--- src/rtl/alu32_arbiter.sv ---
`default_nettype none
// ============================================================================
// Module   : alu32_arbiter
// Purpose  : Shares one multi-cycle alu32 between two requesters. A request is
//            granted (round-robin on contention), its operands and opcode are
//            held on the ALU inputs for LATENCY cycles, then the ALU output is
//            captured and returned to the owning requester with a done pulse.
// Revision : 1.0 - initial release
// ----------------------------------------------------------------------------
// Parameters
//   LATENCY   ALU cycles from operand presentation to valid alu_out (1..255)
// Ports
//   CLK        in   1   system clock, rising edge
//   RST        in   1   asynchronous active-high reset
//   req0/req1  in   1   level request; opN/aN/bN valid while high
//   op0/op1    in   3   requester ALU opcode
//   a0/a1      in  32   requester operand 1
//   b0/b1      in  32   requester operand 2
//   gnt0/gnt1  out  1   one-cycle pulse: requester operands captured
//   done0/done1 out 1   one-cycle pulse: result belongs to that requester
//   result     out 32   captured ALU result (holds after done)
//   busy       out  1   operation in flight
//   alu_op     out  3   to ALU ALUop
//   alu_inp1   out 32   to ALU inp1
//   alu_inp2   out 32   to ALU inp2
//   alu_out    in  32   from ALU out
// ============================================================================
module alu32_arbiter #(
  parameter int LATENCY = 128
) (
  input  logic        CLK,
  input  logic        RST,
  input  logic        req0,
  input  logic [2:0]  op0,
  input  logic [31:0] a0,
  input  logic [31:0] b0,
  output logic        gnt0,
  output logic        done0,
  input  logic        req1,
  input  logic [2:0]  op1,
  input  logic [31:0] a1,
  input  logic [31:0] b1,
  output logic        gnt1,
  output logic        done1,
  output logic [31:0] result,
  output logic        busy,
  output logic [2:0]  alu_op,
  output logic [31:0] alu_inp1,
  output logic [31:0] alu_inp2,
  input  logic [31:0] alu_out
);

  typedef enum logic [0:0] {
    S_IDLE = 1'b0,
    S_RUN  = 1'b1
  } state_t;

  // Counter is loaded with LATENCY-1 at the grant edge and reaches zero on
  // the edge exactly LATENCY cycles later, which is the capture edge.
  localparam logic [7:0] CNT_INIT = 8'(LATENCY - 1);

  state_t     state_q;
  logic [7:0] cnt_q;
  logic       last_q;   // last-served requester; reset to 1 so 0 wins first
  logic       owner_q;  // requester owning the in-flight operation

  // Requester 1 wins when it is alone, or when both request and requester 0
  // was the one served last.
  logic sel1;
  assign sel1 = req1 & (~req0 | ~last_q);

  always_ff @(posedge CLK or posedge RST) begin
    if (RST) begin
      state_q  <= S_IDLE;
      cnt_q    <= 8'd0;
      last_q   <= 1'b1;
      owner_q  <= 1'b0;
      gnt0     <= 1'b0;
      gnt1     <= 1'b0;
      done0    <= 1'b0;
      done1    <= 1'b0;
      busy     <= 1'b0;
      result   <= 32'd0;
      alu_op   <= 3'd0;
      alu_inp1 <= 32'd0;
      alu_inp2 <= 32'd0;
    end else begin
      // Handshake outputs are single-cycle pulses by default.
      gnt0  <= 1'b0;
      gnt1  <= 1'b0;
      done0 <= 1'b0;
      done1 <= 1'b0;

      case (state_q)
        S_IDLE: begin
          if (req0 || req1) begin
            alu_op   <= sel1 ? op1 : op0;
            alu_inp1 <= sel1 ? a1  : a0;
            alu_inp2 <= sel1 ? b1  : b0;
            owner_q  <= sel1;
            last_q   <= sel1;
            cnt_q    <= CNT_INIT;
            gnt0     <= ~sel1;
            gnt1     <= sel1;
            busy     <= 1'b1;
            state_q  <= S_RUN;
          end
        end

        S_RUN: begin
          // ALU inputs are left untouched here so they stay frozen for the
          // whole operation and keep the last operands afterwards.
          if (cnt_q != 8'd0) begin
            cnt_q <= cnt_q - 8'd1;
          end else begin
            result  <= alu_out;
            done0   <= ~owner_q;
            done1   <= owner_q;
            busy    <= 1'b0;
            state_q <= S_IDLE;
          end
        end

        default: state_q <= S_IDLE;
      endcase
    end
  end

endmodule
`default_nettype wire

--- config.mk ---
export PLATFORM = sky130hd
export DESIGN_NAME = alu32_arbiter
export DESIGN_NICKNAME = d
export VERILOG_FILES = /design/src/rtl/alu32_arbiter.sv
export SDC_FILE = /design/constraint.sdc
export NUM_CORES = 1
export LEC_CHECK = 0
export CAP_MARGIN = 40
export CORE_MARGIN = 2
export CORE_UTILIZATION = 39
export CTS_CLUSTER_DIAMETER = 100
export DETAILED_ROUTE_END_ITERATION = 12
export GPL_ROUTABILITY_DRIVEN = 0
export PLACE_DENSITY = 0.8
export SYNTH_ARGS = -nofsm -noshare
export SYNTH_HDL_FRONTEND = slang
export SYNTH_SLANG_ARGS = --single-unit
--- constraint.sdc ---
create_clock -name CLK -period 4 [get_ports CLK]
set_clock_uncertainty 0.1 [all_clocks]
set_input_delay 0.6 -clock CLK [delete_from_list [all_inputs] [get_ports CLK]]
set_output_delay 0.6 -clock CLK [all_outputs]
set_load 0.05 [all_outputs]
==> results.toml, run 1 <==
[status]
status = "completed"

[synthesis]
synth-edff-count = 0
synth-seq-cells = 115
yosys_warnings = 0
synth_nets = 658
yosysUniqueCellTypes = 43
yosysSeqAreaShare_pct = 57.3
dominantRegCellSynth = "dfrtp_1"
syn_inst = 487
async_flop_share_pct = 100
synth_area_um2 = 5030
avgSynthCellArea_um2 = 10.3

[place]
port_buffers = 273
placed_area_um2 = 7910
hpwl_mm = 10.9

[grt]
grt_pass1_wl_mm = 24.2
grt_overflow = 0
antenna_found_initial = 0
grt_pass1_vias = 4886
grt_usage_pct = 22.0
grt_max_degree = 77

[critical_path]
end_kind = "flip-flop"
cp_max_fo = 38
crit_path_start = "req0"
arrival_ns = 2.56
start_kind = "input pin"
worstPathRequired_ns = 4.22
r2r_cells = 4
r2r-start = "cnt_q[4]"
crit_end = "alu_inp1[21]"
rrSetupSlack_ns = 1.73
criticalPathCategory = "input pin to flip-flop"
r2r-end = "result[15]"

[timing]
fin_crit_ns = 2.34
rsz0062_at_grt = "false"
worst_slew_pin_slew_ns = 0.678
finalHoldViolCount = 0
maxSlewViolCount = 0
layout_worst_path_cycle_share_pct = 58.6
setup_viol = 0
relSlewSlack_pct = 54.7
tns_ns = 0
fmax_mhz = 427

[clock_network]
cts_setup_buffers = 0
clock-sinks = 115
ctsHoldBuffers = 0
clockBufferDepth = 2
root_buffer = "clkbuf_16"
clock_latency_ns = 0.40
cts_tree = "built"
cts_resized = 0
cts_made_buffers = 17
htreeDepth = 4
path_clk_slew_ns = 0.06

[die]
core_area_um2 = 12600
rows = 41
die_w_um = 118
dieArea_um2 = 13800
die_h_um = 118
start_util_pct = 39.8
io_pins = 274

[finish]
multi_input_area_um2 = 1960
syn_to_final_growth_pct = 69.5
antenna_cells = 0
drive_above_1_share_pct = 10.3
fillers = 980
final_nets = 923
regArea_um2 = 2880
fin_area_um2 = 8520

[drt]
routed-via-count = 4692
wl_per_cell_um = 16.1
firstDrtPassIters = 5
drt_first_iter_violations = 197
drtAntennaViolNets = 0
drt-vias-per-instance = 5.01
drc_errors = 0
totalWireLength_mm = 15.0

[pwr]
ir_worst_vdd_uv = 209
p_leak_nw = 3.67
powerDensity_nw_per_um2 = 427

[min_path]
min_from = "owner_q"
min_path_type = "flip-flop to flip-flop"

[run]
drv_cap = 0
## final cells by class
cell class / count / area share, %
timing repair buffer: 280 / 33.2
inverter: 6 / 0.294
multi-input combinational: 332 / 23.1
tap: 172 / 2.53
clock inverter: 12 / 1.82
sequential: 115 / 33.8
clock buffer: 19 / 5.31
## cell usage in the layout (no fill, tap or decap), types with 2 or more instances in the layout
cell             instances
clkdlybuf4s50_1        273
nand2_1                121
dfrtp_1                114
nor2_1                  68
a31oi_1                 60
mux2_4                  27
clkbuf_16               17
a221o_1                  8
and2_1                   7
inv_1                    5
mux2_2                   5
clkinvlp_4               5
a21oi_1                  4
buf_4                    4
mux2i_1                  3
o31ai_1                  3
bufinv_16                3
o21ai_0                  2
nor3_1                   2
clkbuf_8                 2
inv_6                    2
clkinv_2                 2
buf_12                   2
## stage by stage
| step | cells | hold WS (ns) | utilization, % | total power [mW] | setup slack [ns] |
|---|---|---|---|---|---|
| after global routing | 936 | 0.341 | 67.5 | 3.77 | 1.53 |
| after floorplan | 487 | 0.303 | - | 1.73 | 0.258 |
| after global placement | 903 | 0.313 | 62.3 | 2.09 | 1.33 |
| after CTS | 936 | 0.324 | 67.5 | 3.67 | 1.65 |
| after detailed placement | 905 | 0.317 | 62.7 | 2.11 | 1.21 |
| final | 936 | 0.326 | 67.5 | 3.64 | 1.66 |
## cells by family (layout without fill, tap and decap cells)
group | count (synthesis) | count (layout) | synth area share [%]
AOI/OAI and AO/OA | 87 | 87 | 11.8
adders and majority gates | 1 | 1 | 0.249
buffers and inverters | 40 | 317 | 4.03
DFF | 115 | 115 | 57.3
muxes | 35 | 35 | 9.78
and+or+nand+nor | 209 | 209 | 16.9
## metal layers
layer	vias up	GRT usage (%)	share of wire, %
met5	-	0	0
met4	0	8.81	2.2
met3	28	8.24	8.5
met2	214	39.4	52
met1	2250	23.5	38
li1	2200	-	-
## state kept, by name (all words and copies together), names as in the netlist
register / flops
busy: 1
cnt_q: 8
gnt0: 1
result: 32
alu_inp1: 32
done1: 1
alu_op: 3
gnt1: 1
alu_inp2: 32
state_q: 1
last_q: 1
owner_q: 1
done0: 1
## cell usage after synthesis, types with 2 or more instances
| master | number | share of area (%) |
|---|---|---|
| a21oi_1 | 4 | 0.40 |
| buf_1 | 4 | 0.30 |
| inv_1 | 6 | 0.45 |
| nand2_1 | 121 | 9.0 |
| and2_1 | 7 | 0.87 |
| o21ai_0 | 2 | 0.20 |
| mux2_2 | 5 | 1.1 |
| buf_12 | 2 | 0.80 |
| mux2_4 | 27 | 8.1 |
| nor3_1 | 2 | 0.20 |
| mux2i_1 | 3 | 0.60 |
| o31ai_1 | 3 | 0.45 |
| a221o_1 | 8 | 1.6 |
| dfrtp_1 | 114 | 57 |
| nor2_1 | 68 | 5.1 |
| a31oi_1 | 60 | 7.5 |
| clkbuf_1 | 25 | 1.9 |
## report_power, final
part	internal [mW]	switching (mW)	total (mW)
clock	1.01	0.539	1.55
sequential	1.24	0.0449	1.29
combinational	0.350	0.451	0.801
## worst max-delay path, cell delays in order
cell and delay (ns):
clkdlybuf4s50_1 0.65, a21bo_2 0.53, buf_4 0.45, nand2_1 0.11, a31oi_1 0.20
## worst min path at each step
| stage | end | depth (start not counted) |
|---|---|---|
| after detailed placement | done0 | 1 |
| after global placement | done0 | 1 |
| after floorplan | done0 | 1 |
| final | done0 | 1 |
| after global routing | done0 | 1 |
| after CTS | done0 | 1 |
No activity file was read; power rests on OpenSTA's default activity.
==> run 2: changes to the inputs <==
clock period = 2.4 ns   (was 4 ns; I/O delays follow)
==> run 2 against run 1 <==
  * Non-clock buffer count increased by 7
  * Sequential cell count unchanged
  * Critical path depth decreased by 1
==> results.toml, run 2 (synthesis gave the netlist of run 1 again) <==
[finish]
final_nets = 930
final_common_cell = "clkdlybuf4s50_1"
top_regs = "alu_inp1 x32, alu_inp2 x32, result x32"
fillers = 967
final_cell_mix = "clkdlybuf4s50_1, nand2_1, dfrtp_1"
regArea_um2 = 2880
antenna_cells = 0
drive_above_1_share_pct = 11.0
syn_to_final_growth_pct = 71.1
final_core_util_pct = 68.2
multi_input_area_um2 = 1960

[timing]
setup_viol = 0
finalHoldViolCount = 0
tns_ns = 0
layout_worst_path_cycle_share_pct = 87.5
fmax_mhz = 476
rsz0062_at_grt = "false"
fin_crit_ns = 2.10
relSlewSlack_pct = 62.9
maxSlewViolCount = 0
worst_slew_pin_slew_ns = 0.555

[die]
die_h_um = 118
rows = 41
dieArea_um2 = 13800
core_area_um2 = 12600
start_util_pct = 39.8
die_w_um = 118
io_pins = 274

[drt]
routed-via-count = 4657
drtAntennaViolNets = 0
drc_errors = 0
drt_first_iter_violations = 326
wl_per_cell_um = 16.2
totalWireLength_mm = 15.3
firstDrtPassIters = 5
drt-vias-per-instance = 4.93

[critical_path]
arrival_ns = 2.29
cp_max_fo = 35
worstPathCellList = "or4_4 > or2_2 > buf_12 > mux2_4"
critPathMaxStageDelay_ns = 0.57
start_kind = "flip-flop"
worstPathRequired_ns = 2.59
end_kind = "flip-flop"
criticalPathCategory = "flip-flop to flip-flop"
crit_slowest_cell = "or4_4"

[place]
hpwl_mm = 10.9
port_buffers = 273

[clock_network]
cts_resized = 0
cts_tree = "built"
clock_latency_ns = 0.41
path_clk_slew_ns = 0.05
clockBufferDepth = 2
ctsHoldBuffers = 0
cts_setup_buffers = 0
htreeDepth = 4
clock-sinks = 115
cts_made_buffers = 17
root_buffer = "clkbuf_16"

[pwr]
powerDensity_nw_per_um2 = 711
p_leak_nw = 3.73
ir_worst_vdd_uv = 485

[grt]
grt_pass1_vias = 4822
grt_usage_pct = 22.4
antenna_found_initial = 0
grt_pass1_wl_mm = 24.5
grt_max_degree = 66
grt_overflow = 0

[min_path]
min_path_type = "input pin to async pin"

[run]
drv_cap = 0

[status]
status = "completed"
-- run 2: cell types whose count changed in the layout (fill, tap and decap cells not counted), moves of 2 or more --
| cell | before | now |
|---|---|---|
| clkinvlp_4 | 5 | 2 |
| buf_12 | 2 | 5 |
| clkinv_2 | 2 | 6 |
| clkbuf_1 | 0 | 2 |
| inv_6 | 2 | 0 |
| buf_4 | 4 | 9 |
-- run 2: final cells by class --
type	count	share of cell area (%)
clock buffer	21	5.35
inverter	6	0.305
clock inverter	11	1.83
timing repair buffer	287	33.7
sequential	115	33.5
tap	172	2.50
multi-input combinational	332	22.8
-- run 2: path summary, 6_finish.rpt --
path,end,from,cells after the start,slack [ns]
setup / recovery,result[0],cnt_q[4],4,0.30
hold / removal,alu_inp2[7],RST,3,0.33
setup reg to reg,result[0],cnt_q[4],4,0.30
hold reg to reg,done0,owner_q,1,0.33
max in group asynchronous,result[8],RST,3,1.57
min in group CLK,done0,owner_q,1,0.33
-- run 2: metal layers --
metal | routed length (um) | GRT usage [%] | vias to the layer above
met5 | 0 | 0 | -
met4 | 428 | 9.26 | 0
met3 | 1390 | 9.45 | 33
met2 | 7590 | 38.9 | 221
met1 | 5890 | 23.9 | 2193
li1 | - | - | 2210
-- run 2: worst max-delay path: cells and delay by family, from the launching register on --
family	cells	cell delay (ns)
buffers and inverters	1	0.20
flip-flops	1	0.44
multiplexers	1	0.32
AND/OR/NAND/NOR	2	0.91
-- run 2: report_power, final --
part           internal (mW)  switching (mW)
combinational          0.586           0.752
clock                   1.78           0.851
sequential              2.08          0.0782
-- run 2: through the flow --
| stage | power, mW | cells | area, um2 | worst slack (ns) | hold WS [ns] |
|---|---|---|---|---|---|
| 6_report | 6.12 | 944 | 8600 | 0.299 | 0.325 |
| 5_1_grt | 6.34 | 944 | 8600 | 0.260 | 0.330 |
| 4_1_cts | 6.18 | 944 | 8600 | 0.281 | 0.323 |
| 3_5_place_dp | 3.52 | 912 | 7990 | 0.295 | 0.318 |
| 3_3_place_gp | 3.50 | 912 | 7990 | 0.375 | 0.312 |
| 2_1_floorplan | 2.88 | 487 | 5030 | 0.422 | 0.303 |
==> run 3: changes to the inputs <==
CORE_MARGIN = unset   (was 2)
CORE_UTILIZATION = 35   (was 39)
PLACE_DENSITY = 0.75   (was 0.8)
SKIP_CTS_REPAIR_TIMING = 1   (was unset)
clock period = 1.75 ns   (was 2.4 ns; I/O delays follow)
==> run 3 against run 2 <==
  * The flow now finishes with violations (setup timing)
  * Non-clock buffer count increased by 18
  * Critical path depth unchanged
  * Register-to-register slack got worse by 0.46 ns
  * Critical endpoint is now result[29]
==> results.toml, run 3 (synthesis gave the netlist of run 1 again) <==
[die]
die_w_um = 122
start_util_pct = 36.1
dieArea_um2 = 14900
rows = 43
die_h_um = 122
core_area_um2 = 13900
io_pins = 274

[grt]
grt_usage_pct = 19.7
grt_overflow = 0
grt_pass1_wl_mm = 22.5
grt_max_degree = 62
antenna_found_initial = 0
grt_pass1_vias = 4690

[finish]
final_core_util_pct = 61.2
antenna_cells = 0
top_regs = "alu_inp1 x32, alu_inp2 x32, result x32"
final_cell_mix = "clkdlybuf4s50_1, buf_4, nand2_1"
final_common_cell = "clkdlybuf4s50_1"
syn_to_final_growth_pct = 69.5
final_nets = 948
drive_above_1_share_pct = 26.6
final_cells = 970
fin_area_um2 = 8520

[critical_path]
worstPathRequired_ns = 1.94
cp.depth = 4
crit_slowest_cell = "or4_4"
criticalPathCategory = "flip-flop to flip-flop"
cpLargestDelayFamily = "simple AND/OR/NAND/NOR gates"
arrival_ns = 2.10
start_kind = "flip-flop"
worstPathCellList = "or4_4 > or2_4 > clkbuf_16 > mux2_4"
end_kind = "flip-flop"
critPathMaxStageDelay_ns = 0.53
r2r_cells = 4
cp_num_buf_inv = 1
cp_max_fo = 17

[clock_network]
cts_made_buffers = 17
cts_tree = "built"
clock_latency_ns = 0.41
clockBufferDepth = 2
htreeDepth = 4
path_clk_slew_ns = 0.05
root_buffer = "clkbuf_16"
clock-sinks = 115

[drt]
wl_per_cell_um = 15.2
firstDrtPassIters = 4
drc_errors = 0
totalWireLength_mm = 14.7
routed-via-count = 4761
drt-vias-per-instance = 4.91
drt_first_iter_violations = 240
drtAntennaViolNets = 0

[place]
dp_slack_ns = -0.216
port_buffers = 273
placed_area_um2 = 7890
dp_cells = 937
hpwl_mm = 10.5

[timing]
fin_crit_ns = 1.91
worst_slew_pin_slew_ns = 0.389
timing.hold.ws_ns = 0.0257
finalHoldViolCount = 0
relSlewSlack_pct = 73.9
tns_ns = -4.51
setup_viol = 33
layout_worst_path_cycle_share_pct = 109
rsz0062_at_grt = "true"
fmax_mhz = 524
maxSlewViolCount = 0
setup_slack_ns = -0.157

[pwr]
ir_worst_vdd_uv = 640
p_leak_nw = 3.93
total_power_mw = 8.11
powerDensity_nw_per_um2 = 951

[run]
drv_cap = 0

[status]
status = "complete, but fails checks"
violations = "setup timing"

[min_path]
min_path_type = "input pin to async pin"
run 3: layer usage:
layer / share of wire [%] / wire, um / track usage, % / vias to the layer above
met5: 0 / 0 / 0 / -
met4: 1.9 / 286 / 8.95 / 0
met3: 8.6 / 1270 / 6.79 / 20
met2: 50 / 7380 / 33.3 / 219
met1: 39 / 5780 / 22.3 / 2268
li1: - / - / - / 2254
run 3: final cells by class:
class                      instances  area (um2)
fill                            1157        5410
inverter                           6        26.3
clock inverter                     9         104
multi-input combinational        332        1990
sequential                       115        2880
timing repair buffer             305        2820
clock buffer                      23         478
tap                              180         225
run 3: worst reg2reg max path: cells and delay by family, from the launching register on:
kind          cells  cell delay [ns]
simple gates      2             0.80
flops             1             0.38
mux               1             0.31
buf+inv           1             0.20
run 3: where the power goes:
group / internal, mW / total [mW] / switching (mW)
logic: 0.747 / 1.77 / 1.02
clock network: 2.20 / 3.38 / 1.18
registers: 2.85 / 2.96 / 0.113
total: 5.79 / 8.11 / 2.32
run 3: worst paths after layout:
kind                       startpoint  slack, ns      endpoint
setup / recovery             cnt_q[6]      -0.16    result[29]
min in group CLK               b1[20]       0.31  alu_inp2[20]
setup reg to reg             cnt_q[6]      -0.16    result[29]
hold reg to reg               owner_q       0.33         done0
hold / removal                    RST       0.03    result[17]
max in group asynchronous         RST       0.91        last_q
